## src/rtl/dmem_arbiter_pkg.sv

```systemverilog
// Shared constants for the data-memory arbiter: FSM state encodings and word constants.
package dmem_arbiter_pkg;

  localparam int unsigned WordWidth = 32;
  localparam logic [WordWidth-1:0] WORD_ZERO = '0;

  typedef enum logic [1:0] {
    DmaIdle   = 2'b00,
    DmaAccess = 2'b01,
    DmaResp   = 2'b10
  } dma_state_e;

endpackage

```

## src/rtl/dmem_arbiter_if.sv

```systemverilog
// Requester and memory bus bundle for dmem_arbiter; slave is the arbiter view, master the
// surrounding system (requesters plus data memory).
interface dmem_arbiter_if;

  logic        req0;
  logic        we0;
  logic [31:0] addr0;
  logic [31:0] wdata0;
  logic        ack0;
  logic [31:0] rdata0;

  logic        req1;
  logic        we1;
  logic [31:0] addr1;
  logic [31:0] wdata1;
  logic        ack1;
  logic [31:0] rdata1;

  logic [31:0] mem_address;
  logic [31:0] mem_write_data;
  logic        mem_read;
  logic        mem_write;
  logic [31:0] mem_read_data;

  modport slave (
    input  req0, we0, addr0, wdata0,
    output ack0, rdata0,
    input  req1, we1, addr1, wdata1,
    output ack1, rdata1,
    output mem_address, mem_write_data, mem_read, mem_write,
    input  mem_read_data
  );

  modport master (
    output req0, we0, addr0, wdata0,
    input  ack0, rdata0,
    output req1, we1, addr1, wdata1,
    input  ack1, rdata1,
    input  mem_address, mem_write_data, mem_read, mem_write,
    output mem_read_data
  );

endinterface

```

## src/rtl/dmem_arbiter_rr_arb2.sv

```systemverilog
// Combinational two-way grant: round-robin on last_grant, or port 0 wins ties when FIXED_PRIO.
module rr_arb2 #(
  parameter bit FIXED_PRIO = 1'b0
) (
  input  logic req0,
  input  logic req1,
  input  logic last_grant,
  output logic grant_valid,
  output logic grant_id
);

  always_comb begin
    grant_valid = req0 | req1;
    if (req0 && req1) begin
      grant_id = FIXED_PRIO ? 1'b0 : ~last_grant;
    end else begin
      grant_id = req1;
    end
  end

endmodule

```

## src/rtl/dmem_arbiter.sv

```systemverilog
// Shares one single-port data memory between two requesters: latch a grant, run one memory
// access, then pulse the winner's ack with captured read data.
module dmem_arbiter
  import dmem_arbiter_pkg::*;
#(
  parameter bit          FIXED_PRIO = 1'b0,
  parameter int unsigned IDX_WIDTH  = 16
) (
  input  logic           clk,
  input  logic           rst,
  dmem_arbiter_if.slave  bus
);

  dma_state_e  state_q, state_d;
  logic        last_grant_q, last_grant_d;
  logic        lat_id_q, lat_id_d;
  logic        lat_we_q, lat_we_d;
  logic [31:0] lat_addr_q, lat_addr_d;
  logic [31:0] lat_wdata_q, lat_wdata_d;
  logic [31:0] rdata0_q, rdata0_d;
  logic [31:0] rdata1_q, rdata1_d;

  logic        grant_valid;
  logic        grant_id;
  logic [31:0] sel_addr;

  rr_arb2 #(
    .FIXED_PRIO (FIXED_PRIO)
  ) u_rr_arb2 (
    .req0        (bus.req0),
    .req1        (bus.req1),
    .last_grant  (last_grant_q),
    .grant_valid (grant_valid),
    .grant_id    (grant_id)
  );

  assign sel_addr = grant_id ? bus.addr1 : bus.addr0;

  always_comb begin
    state_d      = state_q;
    last_grant_d = last_grant_q;
    lat_id_d     = lat_id_q;
    lat_we_d     = lat_we_q;
    lat_addr_d   = lat_addr_q;
    lat_wdata_d  = lat_wdata_q;
    rdata0_d     = rdata0_q;
    rdata1_d     = rdata1_q;

    unique case (state_q)
      DmaIdle: begin
        if (grant_valid) begin
          state_d      = DmaAccess;
          last_grant_d = grant_id;
          lat_id_d     = grant_id;
          lat_we_d     = grant_id ? bus.we1 : bus.we0;
          lat_wdata_d  = grant_id ? bus.wdata1 : bus.wdata0;
          // Only the index bits reach the memory; the rest read back as zero.
          lat_addr_d                 = WORD_ZERO;
          lat_addr_d[IDX_WIDTH-1:0]  = sel_addr[IDX_WIDTH-1:0];
        end
      end
      DmaAccess: begin
        state_d = DmaResp;
        if (!lat_we_q) begin
          if (lat_id_q) begin
            rdata1_d = bus.mem_read_data;
          end else begin
            rdata0_d = bus.mem_read_data;
          end
        end
      end
      DmaResp: begin
        state_d = DmaIdle;
      end
      default: begin
        state_d = DmaIdle;
      end
    endcase
  end

  always_ff @(posedge clk) begin
    if (rst) begin
      state_q      <= DmaIdle;
      last_grant_q <= 1'b1;
      lat_id_q     <= 1'b0;
      lat_we_q     <= 1'b0;
      lat_addr_q   <= WORD_ZERO;
      lat_wdata_q  <= WORD_ZERO;
      rdata0_q     <= WORD_ZERO;
      rdata1_q     <= WORD_ZERO;
    end else begin
      state_q      <= state_d;
      last_grant_q <= last_grant_d;
      lat_id_q     <= lat_id_d;
      lat_we_q     <= lat_we_d;
      lat_addr_q   <= lat_addr_d;
      lat_wdata_q  <= lat_wdata_d;
      rdata0_q     <= rdata0_d;
      rdata1_q     <= rdata1_d;
    end
  end

  logic in_access;
  assign in_access = (state_q == DmaAccess);

  // Strobes are gated by rst so a reset landing in ACCESS never commits a write.
  always_comb begin
    bus.mem_read       = in_access & ~lat_we_q & ~rst;
    bus.mem_write      = in_access & lat_we_q & ~rst;
    bus.mem_address    = in_access ? lat_addr_q : WORD_ZERO;
    bus.mem_write_data = in_access ? lat_wdata_q : WORD_ZERO;
    bus.ack0           = (state_q == DmaResp) & ~lat_id_q;
    bus.ack1           = (state_q == DmaResp) & lat_id_q;
    bus.rdata0         = rdata0_q;
    bus.rdata1         = rdata1_q;
  end

endmodule
```

## src/flat_wrapper.sv

```systemverilog
// flat-port wrapper written by rule: the top's interface ports become plain ports
module dmem_arbiter_flat import dmem_arbiter_pkg::*;
#(
  parameter bit          FIXED_PRIO = 1'b0,
  parameter int unsigned IDX_WIDTH  = 16
)
  (clk, rst, bus_req0, bus_we0, bus_addr0, bus_wdata0, bus_ack0, bus_rdata0, bus_req1, bus_we1, bus_addr1, bus_wdata1, bus_ack1, bus_rdata1, bus_mem_address, bus_mem_write_data, bus_mem_read, bus_mem_write, bus_mem_read_data);
  dmem_arbiter_if bus_i ();
  input  logic clk;
  input  logic rst;
  input wire logic [$bits(bus_i.req0)-1:0] bus_req0;
  input wire logic [$bits(bus_i.we0)-1:0] bus_we0;
  input wire logic [$bits(bus_i.addr0)-1:0] bus_addr0;
  input wire logic [$bits(bus_i.wdata0)-1:0] bus_wdata0;
  output wire logic [$bits(bus_i.ack0)-1:0] bus_ack0;
  output wire logic [$bits(bus_i.rdata0)-1:0] bus_rdata0;
  input wire logic [$bits(bus_i.req1)-1:0] bus_req1;
  input wire logic [$bits(bus_i.we1)-1:0] bus_we1;
  input wire logic [$bits(bus_i.addr1)-1:0] bus_addr1;
  input wire logic [$bits(bus_i.wdata1)-1:0] bus_wdata1;
  output wire logic [$bits(bus_i.ack1)-1:0] bus_ack1;
  output wire logic [$bits(bus_i.rdata1)-1:0] bus_rdata1;
  output wire logic [$bits(bus_i.mem_address)-1:0] bus_mem_address;
  output wire logic [$bits(bus_i.mem_write_data)-1:0] bus_mem_write_data;
  output wire logic [$bits(bus_i.mem_read)-1:0] bus_mem_read;
  output wire logic [$bits(bus_i.mem_write)-1:0] bus_mem_write;
  input wire logic [$bits(bus_i.mem_read_data)-1:0] bus_mem_read_data;
  assign bus_i.req0 = bus_req0;
  assign bus_i.we0 = bus_we0;
  assign bus_i.addr0 = bus_addr0;
  assign bus_i.wdata0 = bus_wdata0;
  assign bus_ack0 = bus_i.ack0;
  assign bus_rdata0 = bus_i.rdata0;
  assign bus_i.req1 = bus_req1;
  assign bus_i.we1 = bus_we1;
  assign bus_i.addr1 = bus_addr1;
  assign bus_i.wdata1 = bus_wdata1;
  assign bus_ack1 = bus_i.ack1;
  assign bus_rdata1 = bus_i.rdata1;
  assign bus_mem_address = bus_i.mem_address;
  assign bus_mem_write_data = bus_i.mem_write_data;
  assign bus_mem_read = bus_i.mem_read;
  assign bus_mem_write = bus_i.mem_write;
  assign bus_i.mem_read_data = bus_mem_read_data;
  dmem_arbiter #(.FIXED_PRIO(FIXED_PRIO), .IDX_WIDTH(IDX_WIDTH)) u_core (.clk(clk), .rst(rst), .bus(bus_i));
endmodule
```

## config.mk

```make
export PLATFORM = sky130hd
export DESIGN_NAME = dmem_arbiter_flat
export DESIGN_NICKNAME = d
export VERILOG_FILES = /design/src/rtl/dmem_arbiter_pkg.sv /design/src/rtl/dmem_arbiter_if.sv /design/src/rtl/dmem_arbiter_rr_arb2.sv /design/src/rtl/dmem_arbiter.sv /design/src/flat_wrapper.sv
export SDC_FILE = /design/constraint.sdc
export NUM_CORES = 1
export LEC_CHECK = 0
export BUFFER_PORTS_ARGS = -buffer_cell sky130_fd_sc_hd__buf_2
export CAP_MARGIN = 20
export CORE_AREA = 2 2 115 117
export DETAILED_ROUTE_END_ITERATION = 8
export DIE_AREA = 0 0 117 119
export PLACE_DENSITY = 0.74
export SETUP_SLACK_MARGIN = 0.02
export SYNTH_ARGS = -nofsm -noshare
export SYNTH_HDL_FRONTEND = slang
export SYNTH_SLANG_ARGS = --single-unit
```

## constraint.sdc

```tcl
create_clock -name clk -period 2.15 [get_ports clk]
set_clock_uncertainty 0.1 [all_clocks]
set_input_delay 0.1075 -clock clk [delete_from_list [all_inputs] [get_ports clk]]
set_output_delay 0.1075 -clock clk [all_outputs]
set_load 0.05 [all_outputs]
```

==> metrics <==
critical path's largest stage delay=0.59 ns; Area Overhead vs Synth=64.5%; clock slew at reported path FFs=0.05 ns; Non-Filler Instances=1,198; critical-path cell list=or2_2 -> nor2_4 -> buf_12 -> a311oi_1 -> dlygate4sd3_1; DRC=0; minimum clock period=2.06 ns; Final Setup Violations=0; DRT iter0 DRCs=438; maximum vdd drop=0.416 mV; Post-Place Cells=1,035; FF+latch count, synth=117; Starting Density=39.3%; Antenna diodes=0; via count=6,006; die width=117 um; IO Pins=298; Final ANT Viol Nets=0; Max Fanout on Critical Path=35; Sink Count=117; Core Region=12,900 um^2; critical path class=flop to flop; layout cells sized above 1=30.0%; Final Cycle Share=95.7%; P_leak=0.00391 uW; most frequent cells in the layout=buf_2 (248), nand2_1 (226), dlygate4sd3_1 (131); wire per inst=14.9 um; Vias/cell=5.01; Worst setup EP type=flop; Filler cells=1,014; vias in the first global route=5,950; Post-Synth Adder-Cell Area=0%; post-synthesis compound-gate area fraction=20.3%; final slew viol count=0; buffer count from post-CTS setup fixing=0; Pwr per Cell Area=834 nW/um^2; cell area after synthesis=5060 um^2; largest family of logic cells by synthesized area=simple AND/OR/NAND/NOR gates; site row count=42; Worst setup SP type=flop; TritonCTS Buffers=17; post-DP HPWL=9990 um; Crit-path slowest cell=dlygate4sd3_1; crit path DAT=2.24 ns; total negative setup slack=0 ns; Netlist cell types=28; global-route wire length before repair=27,700 um; Syn Area/Cell=7.75 um^2; Overflow after GRT=0; Die Span Y=119 um; relative slew slack=33.7%; Clk Latency, worst-skew pair=0.40 ns; Hold Fails Final Rpt=0; CTS Buffer Depth=2; xor and xnor area share after synthesis=0%; CTS root buf=clkbuf_16; initial antenna violation count=0; Fmax=486 MHz; RSZ-0062 raised after global routing=no; # port buffers=249; mux share of post-synthesis cell area=0%; 1st-pass router iterations=6; Warnings, synthesis=0; Placer Congestion=0.771; Hold Crit Class=primary input to flop; commonest non-fill, non-tap cell in the layout=buf_2; status=complete, no violations; Routed WL=17,800 um; final net count=1,175; Post-Synth Simple-Gate Area=25.4%; Syn Inst Count=653; CTS tree=built; CTS HTree Levels=4; max cap viols=0; WP data required=2.33 ns; worst-margin pin slew=0.995 ns; Total Die Area=13,900 um^2; GRT Util Overall=25.0%; largest net degree at the start of global routing=51; register area share after synthesis=46.3%
==> layer usage <==
| metal | track usage (%) | up-vias | share of wire [%] |
|---|---|---|---|
| met2 | 44.4 | 281 | 51 |
| met4 | 11.5 | 0 | 2.6 |
| met1 | 27.5 | 2795 | 39 |
| met3 | 6.36 | 35 | 7.5 |
| li1 | - | 2895 | - |
| met5 | 0 | - | 0 |
==> registers in the layout (all words and copies together) (netlist names) <==
name,flops
u_core.lat_id_q,1
u_core.state_q,2
u_core.last_grant_q,1
u_core.bus.rdata0,32
u_core.lat_wdata_q,32
u_core.lat_we_q,1
u_core.bus.rdata1,32
u_core.lat_addr_q,16
==> power by group <==
| group | switching, uW | leakage (uW) | internal (uW) |
|---|---|---|---|
| sequential | 90.9 | 0.000960 | 2330 |
| combinational | 916 | 0.00264 | 600 |
| clock | 947 | 0.000313 | 2050 |
| total | 1950 | 0.00391 | 4990 |
==> what timing repair did <==
item                       in CTS  in global routing
hold endpoints to repair      114                  0
gates resized for setup         0                  4
setup endpoints to repair       0                 66
hold buffers                  131                  0
==> kinds of logic after synthesis <==
family | count (synthesis)
AND/OR/NAND/NOR | 293
AO/OA/AOI/OAI | 167
flip-flops | 117
buffers and inverters | 75
other | 1
==> final timing paths <==
kind                          from                     end  slack [ns]  depth (start not counted)
max              u_core.state_q[1]  u_core.lat_wdata_q[12]        0.09                          5
max reg2reg      u_core.state_q[1]  u_core.lat_wdata_q[12]        0.09                          5
min reg2reg  u_core.bus.rdata0[21]   u_core.bus.rdata0[21]        0.35                          2
min                       bus_req0       u_core.state_q[0]        0.02                          3
==> Yosys cell counts <==
cell / count / area, um^2
and4bb_2: 1 / 12.5
and3b_1: 1 / 8.76
buf_4: 18 / 135
a21boi_1: 1 / 7.51
conb_1: 1 / 3.75
buf_2: 25 / 125
o21ai_0: 2 / 10.0
a311oi_1: 49 / 429
or4b_1: 1 / 10.0
nor2_1: 3 / 11.3
buf_1: 1 / 3.75
nor2b_1: 1 / 6.26
nor4b_2: 1 / 15.0
buf_6: 3 / 33.8
nand4bb_1: 1 / 11.3
nor3_1: 2 / 10.0
nor3b_1: 1 / 7.51
and2_1: 49 / 307
nand2b_1: 1 / 6.26
clkbuf_1: 28 / 105
a21oi_1: 114 / 571
nand3_1: 1 / 5.00
nand2_1: 226 / 848
a21bo_2: 1 / 10.0
nor2_2: 1 / 6.26
dfxtp_1: 117 / 2340
nand3b_1: 1 / 7.51
or2_2: 2 / 12.5
==> final cells by class <==
cell class | count | area, um^2 | share of cell area (%)
Multi-Input combinational cell | 476 | 2410 | 28.9
Clock inverter | 9 | 148 | 1.77
Clock buffer | 23 | 488 | 5.86
Tap cell | 176 | 220 | 2.64
Sequential cell | 117 | 2340 | 28.2
Timing Repair Buffer | 397 | 2720 | 32.7
==> stage by stage <==
step	power [uW]	hold WS [ns]	worst slack, ns	area, um^2	util (%)
floorplan	3330	0.143	0.341	5120	-
global placement	3660	0.261	0.503	6370	49.5
detailed placement	3670	0.263	0.436	6370	49.5
CTS	6940	0.00418	0.0630	8320	64.6
global route	7230	0.0707	0.0365	8330	64.7
finish	6940	0.0166	0.0923	8330	64.7
==> worst max-delay path: cells and delay by family, from the launching register on <==
family,cells,cell delay [ns]
buffers and inverters,2,0.81
AND/OR/NAND/NOR,2,0.52
flip-flops,1,0.38
AO/OA/AOI/OAI,1,0.12
(Power assumes the default switching activity.)
